$ cat src/rtl/instruction_queue.sv
// rtl/instruction_queue.sv - instruction FIFO with MIPS field decode of the head entry
// Captures fetched words and PCs; flush empties the queue in one cycle.
module instruction_queue #(
  parameter int DEPTH      = 4,
  parameter int ADDR_WIDTH = 32
) (
  input  logic                         clk,
  input  logic                         reset_n,
  input  logic                         in_valid,
  output logic                         in_ready,
  input  logic [31:0]                  memory_output,
  input  logic [ADDR_WIDTH-1:0]        in_pc,
  input  logic                         flush,
  output logic                         out_valid,
  input  logic                         out_ready,
  output logic [ADDR_WIDTH-1:0]        out_pc,
  output logic [31:0]                  instr,
  output logic [5:0]                   control_input,
  output logic [4:0]                   source_1,
  output logic [4:0]                   source_2,
  output logic [4:0]                   dest,
  output logic [4:0]                   shamt,
  output logic [5:0]                   funct,
  output logic [15:0]                  immediate,
  output logic [31:0]                  imm_sext,
  output logic [31:0]                  imm_zext,
  output logic [25:0]                  jmp_address,
  output logic [ADDR_WIDTH-1:0]        jmp_target,
  output logic [$clog2(DEPTH+1)-1:0]   count
);

  localparam int PW = $clog2(DEPTH);
  localparam int CW = $clog2(DEPTH+1);
  localparam logic [CW-1:0] FULL = CW'(DEPTH);

  logic [31:0]           instr_mem [DEPTH];
  logic [ADDR_WIDTH-1:0] pc_mem    [DEPTH];
  logic [PW-1:0]         wr_ptr;
  logic [PW-1:0]         rd_ptr;
  logic [CW-1:0]         count_q;
  logic                  push;
  logic                  pop;
  logic                  nonempty;
  logic [ADDR_WIDTH-1:0] pc_plus4;
  logic [3:0]            pc_top;

  // Everything visible is gated by reset_n so the queue looks empty during reset.
  assign nonempty  = reset_n && (count_q != '0);
  assign out_valid = nonempty;
  assign in_ready  = reset_n && ((count_q < FULL) || out_ready);
  assign count     = reset_n ? count_q : '0;
  assign push      = in_valid && in_ready;
  assign pop       = out_valid && out_ready;

  assign instr  = nonempty ? instr_mem[rd_ptr] : '0;
  assign out_pc = nonempty ? pc_mem[rd_ptr]    : '0;

  assign control_input = instr[31:26];
  assign source_1      = instr[25:21];
  assign source_2      = instr[20:16];
  assign dest          = instr[15:11];
  assign shamt         = instr[10:6];
  assign funct         = instr[5:0];
  assign immediate     = instr[15:0];
  assign imm_sext      = {{16{instr[15]}}, instr[15:0]};
  assign imm_zext      = {16'h0000, instr[15:0]};
  assign jmp_address   = instr[25:0];

  assign pc_plus4   = out_pc + ADDR_WIDTH'(4);
  assign pc_top     = 4'(32'(pc_plus4) >> 28);
  assign jmp_target = ADDR_WIDTH'({pc_top, jmp_address, 2'b00});

  always_ff @(posedge clk) begin
    if (!reset_n) begin
      count_q <= '0;
      wr_ptr  <= '0;
      rd_ptr  <= '0;
    end else if (flush) begin
      count_q <= '0;
      wr_ptr  <= '0;
      rd_ptr  <= '0;
    end else begin
      if (push) wr_ptr <= wr_ptr + PW'(1);
      if (pop)  rd_ptr <= rd_ptr + PW'(1);
      count_q <= count_q + CW'(push) - CW'(pop);
    end
  end

  // Storage is deliberately not reset; the empty gating hides stale entries.
  always_ff @(posedge clk) begin
    if (push && !flush) begin
      instr_mem[wr_ptr] <= memory_output;
      pc_mem[wr_ptr]    <= in_pc;
    end
  end

endmodule

$ cat config.mk
export PLATFORM = sky130hd
export DESIGN_NAME = instruction_queue
export DESIGN_NICKNAME = d
export VERILOG_FILES = /design/src/rtl/instruction_queue.sv
export SDC_FILE = /design/constraint.sdc
export NUM_CORES = 1
export LEC_CHECK = 0
export BUFFER_PORTS_ARGS = -buffer_cell sky130_fd_sc_hd__buf_4
export CELL_PAD_IN_SITES_DETAIL_PLACEMENT = 1
export CELL_PAD_IN_SITES_GLOBAL_PLACEMENT = 1
export CORE_MARGIN = 1
export CORE_UTILIZATION = 44
export DETAILED_ROUTE_END_ITERATION = 16
export GPL_ROUTABILITY_DRIVEN = 0
export GPL_TIMING_DRIVEN = 0
export HOLD_SLACK_MARGIN = 0.03
export PLACE_DENSITY_LB_ADDON = 0.05
export SLEW_MARGIN = 40
export SYNTH_ARGS = -nofsm -noshare
export SYNTH_HDL_FRONTEND = slang
export SYNTH_SLANG_ARGS = --single-unit
$ cat constraint.sdc
create_clock -name clk -period 4 [get_ports clk]
set_clock_uncertainty 0.1 [all_clocks]
set_input_delay 0.2 -clock clk [delete_from_list [all_inputs] [get_ports clk]]
set_output_delay 0.2 -clock clk [all_outputs]
set_load 0.05 [all_outputs]
==> impl_metrics.py, run 1 <==
metrics = {
    "run_status": {
        "status": "finished clean",
    },
    "placed_design": {
        "io_buffers": 289,
        "dp_slack_ns": 0.7598,
        "hpwl_um": 18740,
    },
    "timing": {
        "period_minus_slack_ns": 3.709,
        "setup_slack_ns": 0.2907,
        "rsz0062_at_grt": "no",
        "worst_slew_pin_slew_ns": 0.7096,
        "slew_headroom_pct": 52.70,
        "slew_viol_final": 0,
        "fmax_mhz": 269.6,
        "finalHoldViolCount": 0,
        "setup_violations": 0,
        "holdWs_ns": 0.06286,
        "setup_tns_ns": 0,
        "period_share_pct": 92.73,
    },
    "cells_and_area": {
        "drive_gt1_share_pct": 53.54,
        "areaGrowthSynthToFinish_pct": 36.84,
        "multi_input_area_mm2": 0.002400,
        "seq_area_mm2": 0.007868,
        "antenna_cells": 0,
        "nFillCells": 2386,
        "fin_nets": 1129,
    },
    "logic_synthesis": {
        "ys_seq_elements": 265,
        "yosysWarnings": 0,
        "syn_area_mm2": 0.01164,
        "synth_seq_area_share_pct": 67.60,
        "synth_cells": 646,
        "synth_cell_type_count": 31,
        "avgSynthCellArea_um2": 18.02,
    },
    "clock_tree": {
        "worstSkewPairLatency_ns": 0.51,
        "cts_setup_buffers": 0,
        "htree_num_levels": 1,
        "cts_made_buffers": 26,
        "postCtsHoldBufs": 65,
        "clock_path_buffers": 3,
        "clock-sinks": 265,
        "cts_resized": 0,
        "path_clk_slew_ns": 0.06,
        "cts_tree": "done",
        "clock-root-buffer": "clkbuf_16",
    },
    "detailed_routing": {
        "routed_via_density": 4.672,
        "first_iter_violations": 300,
        "antenna_left": 0,
        "drcViolationCount": 0,
        "drt-total-wl_um": 26710,
        "routedWlPerCell_um": 18.98,
        "via_count": 6573,
        "drtPass1Iterations": 4,
    },
    "critical_path": {
        "cp-start-kind": "register",
        "cp_top_family": "buffers and inverters",
        "crit_fanout": 23,
        "critPathBufInv": 6,
        "worst-setup-path-type": "reg2out",
        "path_cells": "clkbuf_8 -> buf_2 -> clkbuf_8 -> clkbuf_1 -> mux4_2 -> and2_1 -> buf_4 -> buf_4",
        "crit_required_ns": 3.70,
        "critPathArrivalTime_ns": 3.41,
        "endpoint_kind": "output pin",
        "slowest_delay_ns": 0.59,
        "slowest_stage": "and2_1",
    },
    "global_route": {
        "grt_max_degree": 28,
        "met1_usage_pct": 20.90,
        "top_usage_layer": "met2",
        "grt_pass1_vias": 6929,
        "track_usage_pct": 19.19,
        "grt_overflow": 0,
        "grtUsageMet3_pct": 3.265,
        "grt_pass1_wl_um": 38640,
        "antenna_found_initial": 0,
        "use_met2_pct": 38.27,
    },
    "die": {
        "die_y_um": 164.6,
        "fp.coreArea_mm2": 0.02598,
        "start_util_pct": 44.79,
        "die-area_mm2": 0.02711,
        "io_pins": 308,
        "std_cell_rows": 59,
        "die_w_um": 164.6,
    },
    "min_path": {
        "worstHoldPathType": "in2reg",
    },
    "power": {
        "power.density_mw_per_mm2": 380.7,
        "peakVddDrop_uv": 520.4,
        "power.leakage_uw": 0.006443,
    },
    "run": {
        "drv_cap": 0,
    },
}
kinds of logic (layout without fill, tap and decap cells):
group | after synthesis | in the layout | share of synthesized area, %
xor+xnor | 9 | 9 | 0.6773
other cells | 1 | 18 | 0.03222
simple gates | 100 | 100 | 5.504
compound gates | 3 | 3 | 0.1828
buf+inv | 197 | 606 | 12.42
mux | 64 | 64 | 12.77
flops | 265 | 265 | 67.60
fa+ha+maj | 7 | 7 | 0.8170
metal layers:
metal | share of wire [%] | vias to the layer above
met5 | 0 | -
met4 | 1.3 | 0
met3 | 6.4 | 27
met2 | 56 | 220
met1 | 36 | 3264
li1 | - | 3062
final timing paths:
check	start	end	slack, ns	cells after the start
min	out_ready	register	0.06	4
max reg2reg	count_q[1]	count_q[2]	1.47	9
max	register	imm_sext[29]	0.29	8
min reg2reg	wr_ptr[1]	wr_ptr[1]	0.44	2
layout by cell type (no fill, tap or decap), types with 5 or more instances in the layout:
cell	instances
clkinv_2	6
nor2_1	8
buf_4	455
buf_2	5
clkbuf_16	27
nand2_1	5
and2_1	66
conb_1	18
xnor2_1	8
nand3_1	5
mux4_2	52
clkbuf_1	18
edfxtp_1	256
inv_1	8
dfxtp_1	9
mux4_1	12
ha_1	6
dlygate4sd3_1	65
buf_12	11
synth_stat cells:
| cell type | instances | area (µm²) |
|---|---|---|
| nand2b_1 | 1 | 6.260 |
| mux4_2 | 52 | 1171 |
| nand3_2 | 1 | 10.01 |
| nor2_1 | 8 | 30.03 |
| dfxtp_1 | 9 | 180.2 |
| o31a_1 | 1 | 8.760 |
| xor2_1 | 1 | 8.760 |
| clkbuf_8 | 2 | 27.53 |
| mux4_1 | 12 | 315.3 |
| conb_1 | 1 | 3.750 |
| buf_12 | 3 | 60.06 |
| and3_1 | 1 | 6.260 |
| buf_4 | 166 | 1246 |
| nand4_1 | 3 | 18.77 |
| and2_1 | 70 | 437.9 |
| xnor2_1 | 8 | 70.07 |
| and2_2 | 1 | 7.510 |
| edfxtp_1 | 256 | 7687 |
| inv_1 | 8 | 30.03 |
| inv_2 | 1 | 3.750 |
| nor4_4 | 2 | 42.54 |
| clkbuf_1 | 11 | 41.29 |
| buf_2 | 5 | 25.02 |
| nand2_1 | 5 | 18.77 |
| nand3_1 | 5 | 25.02 |
| a21boi_0 | 1 | 7.510 |
| buf_6 | 1 | 11.26 |
| a21oi_1 | 1 | 5.000 |
| ha_1 | 6 | 75.07 |
| fa_1 | 1 | 20.02 |
| nand4_2 | 3 | 37.54 |
registers in the layout (all words and copies together) (netlist names), named ones only:
signal	cells
instr_mem	128
pc_mem	128
count_q	3
rd_ptr	2
wr_ptr	2
stage by stage:
| stage | util (%) | power [µW] | cell area [µm²] | cells |
|---|---|---|---|---|
| floorplan | - | 3523 | 11710 | 663 |
| global route | 61.29 | 6231 | 15930 | 1407 |
| CTS | 61.29 | 6118 | 15930 | 1407 |
| detailed placement | 55.65 | 3729 | 14460 | 1295 |
| global placement | 55.02 | 3708 | 14300 | 1287 |
| finish | 61.29 | 6064 | 15930 | 1407 |
final cells by class:
| type | count | share of cell area [%] |
|---|---|---|
| Multi-Input combinational cell | 201 | 15.07 |
| Buffer | 188 | 8.862 |
| Clock inverter | 13 | 0.7070 |
| Tap cell | 335 | 2.632 |
| Clock buffer | 34 | 4.407 |
| Timing Repair Buffer | 362 | 18.71 |
| Sequential cell | 265 | 49.40 |
| Inverter | 9 | 0.2121 |
worst reg2reg max path, delay by kind of cell (launching register included):
kind                     cells  cell delay (ns)
AND/OR/NAND/NOR              2             0.33
XOR/XNOR                     2             0.32
adder cells (fa/ha/maj)      3             0.84
AO/OA/AOI/OAI                1             0.45
buffers and inverters        1             0.04
flip-flops                   1             0.34
power by group:
part	switching, µW	internal [µW]	total (µW)	leakage (µW)
registers	6.75	3070	3080	0.00239
logic	390	254	644	0.00366
clock network	983	1360	2340	0.000399
total	1380	4680	6060	0.00644
Power figures use the tool's default switching activity.
==> run 2, diff against run 1 <==
--- a/config.mk
+++ b/config.mk
@@ -5,12 +5,13 @@
 export SDC_FILE = /design/constraint.sdc
 export NUM_CORES = 1
 export LEC_CHECK = 0
-export BUFFER_PORTS_ARGS = -buffer_cell sky130_fd_sc_hd__buf_4
 export CELL_PAD_IN_SITES_DETAIL_PLACEMENT = 1
 export CELL_PAD_IN_SITES_GLOBAL_PLACEMENT = 1
 export CORE_MARGIN = 1
-export CORE_UTILIZATION = 44
+export CORE_UTILIZATION = 40
+export CTS_CLUSTER_DIAMETER = 30
 export DETAILED_ROUTE_END_ITERATION = 16
+export DONT_BUFFER_PORTS = 1
 export GPL_ROUTABILITY_DRIVEN = 0
 export GPL_TIMING_DRIVEN = 0
 export HOLD_SLACK_MARGIN = 0.03
==> run 2 against run 1 <==
  * Non-clock buffer count fell by 283
  * Utilization is 9.2 points lower
  * Highest routed layer unchanged
  * Sequential share of layout area up 3.4 points
  * Sequential power barely moved
==> impl_metrics.py, run 2 (synthesis results as in run 1) <==
metrics = {
    "critical_path": {
        "worst-setup-path-type": "reg2out",
        "crit_fanout": 10,
        "r2r_slack_ns": 1.47,
        "critPathArrivalTime_ns": 3.45,
        "endpoint_kind": "output pin",
        "crit_required_ns": 3.70,
        "cp-start-kind": "register",
    },
    "timing": {
        "slew_viol_final": 0,
        "setup_violations": 0,
        "fmax_mhz": 266.3,
        "finalHoldViolCount": 0,
        "period_share_pct": 93.86,
        "worst_slew_pin_slew_ns": 0.7660,
        "holdWs_ns": 0.09910,
        "slew_headroom_pct": 48.93,
        "rsz0062_at_grt": "no",
        "period_minus_slack_ns": 3.755,
    },
    "clock_tree": {
        "clock-root-buffer": "clkbuf_16",
        "cts_tree": "done",
        "htree_num_levels": 2,
        "path_clk_slew_ns": 0.05,
        "cts_made_buffers": 53,
        "clock_path_buffers": 3,
        "cts_setup_buffers": 0,
        "clock-sinks": 265,
        "worstSkewPairLatency_ns": 0.54,
    },
    "detailed_routing": {
        "drcViolationCount": 0,
        "routedWlPerCell_um": 20.56,
        "first_iter_violations": 255,
        "drtPass1Iterations": 6,
        "routed_via_density": 4.774,
        "via_count": 5848,
        "antenna_left": 0,
        "drt-total-wl_um": 25180,
    },
    "power": {
        "power.density_mw_per_mm2": 536.0,
        "clock_power_share_pct": 55.0,
        "peakVddDrop_uv": 454.7,
        "power_uw": 7992,
        "combPwrFrac_pct": 6.4,
        "p_sw_share_pct": 22.69,
        "power_frac_seq_pct": 38.6,
        "p_int_uw": 6179,
        "switchingPower_uw": 1813,
        "power.leakage_uw": 0.005450,
    },
    "cells_and_area": {
        "largest_registers": "instr_mem: 128 flops, pc_mem: 128 flops, count_q: 3 flops",
        "drive_gt1_share_pct": 41.12,
        "final_cell_mix": "edfxtp_1, buf_4, dlygate4sd3_1",
        "areaGrowthSynthToFinish_pct": 28.10,
        "final_common_cell": "edfxtp_1",
        "fin_nets": 873,
    },
    "die": {
        "die_y_um": 172.6,
        "die-area_mm2": 0.02978,
        "die_w_um": 172.6,
        "io_pins": 308,
        "fp.coreArea_mm2": 0.02863,
        "start_util_pct": 40.66,
        "std_cell_rows": 62,
    },
    "global_route": {
        "track_usage_pct": 17.15,
        "grt_pass1_vias": 6529,
        "grt_max_degree": 29,
        "grt_overflow": 0,
        "grtUsageMet3_pct": 5.299,
        "met1_usage_pct": 18.56,
        "grt_pass1_wl_um": 38700,
        "antenna_found_initial": 2,
        "use_met2_pct": 31.65,
        "top_usage_layer": "met2",
    },
    "run_status": {
        "status": "finished clean",
    },
    "placed_design": {
        "io_buffers": 0,
        "hpwl_um": 16620,
    },
    "run": {
        "drv_cap": 0,
    },
    "min_path": {
        "worstHoldPathType": "in2reg",
    },
}
run 2: cell types whose count changed in the layout (fill, tap and decap cells not counted), moves of 2 or more:
cell	delta
dlygate4sd3_1	+4
clkbuf_1	-4
xnor2_2	+4
clkinv_4	+5
clkbuf_16	+26
buf_4	-288
xnor2_1	-4
bufinv_16	+6
clkinvlp_4	+7
inv_6	+5
inv_8	+2
diode_2	+2
run 2: layer usage:
layer	share of wire, %	vias to the layer above
met2	54	238
met3	7.3	45
li1	-	2581
met4	2.1	0
met1	37	2984
met5	0	-
run 2: per-stage QoR:
step / util [%] / cells / setup TNS [ns] / cell area (µm²) / setup WS [ns]
after CTS: 52.07 / 1223 / 0 / 14900 / 0.1228
after global routing: 52.09 / 1225 / 0 / 14910 / 0.09347
after detailed placement: 43.35 / 1057 / 0 / 12410 / 0.7133
final: 52.09 / 1225 / 0 / 14910 / 0.2454
after floorplan: - / 663 / 0 / 11710 / 0.5405
after global placement: 42.58 / 1047 / -99.90 / 12190 / -0.4075
run 2: final timing paths:
path                    from            end  cells after the start
setup / recovery    register      instr[11]                      7
hold / removal         flush  pc_mem[1][25]                      2
setup reg to reg  count_q[0]     count_q[2]                      9
hold reg to reg    rd_ptr[0]      rd_ptr[0]                      2
run 2: area by class of cell:
cell class,instances,area (µm²)
plain buffers,188,1413
inverters,9,33.78
flip-flops and latches,265,7868
diodes,2,5.005
fillers,2664,13720
clock inverters,40,464.2
well taps,384,480.5
clock buffers,57,1341
repair buffers,79,869.6
multi-input cells,201,2435
run 2: power by group through the flow:
stage	clock network, µW	registers (µW)	logic [µW]
6_report	4390	3080	513
3_3_place_gp	0	3140	425
2_1_floorplan	0	3140	387
4_1_cts	4480	3080	518
3_5_place_dp	0	3140	436
5_1_grt	4610	3080	539
run 2: critical path: stages, from the launching register on:
cell,delay [ns]
dfxtp_1,0.32
clkbuf_8,0.18
buf_2,0.31
clkbuf_8,0.26
clkbuf_1,0.55
mux4_2,0.33
and2_1,0.63
buf_4,0.33
run 2: what timing repair did:
action                     in CTS  in global routing
hold buffers                   69                  0
hold endpoints to repair      265                  0
setup endpoints to repair       0                  0
resized for setup               0                  0
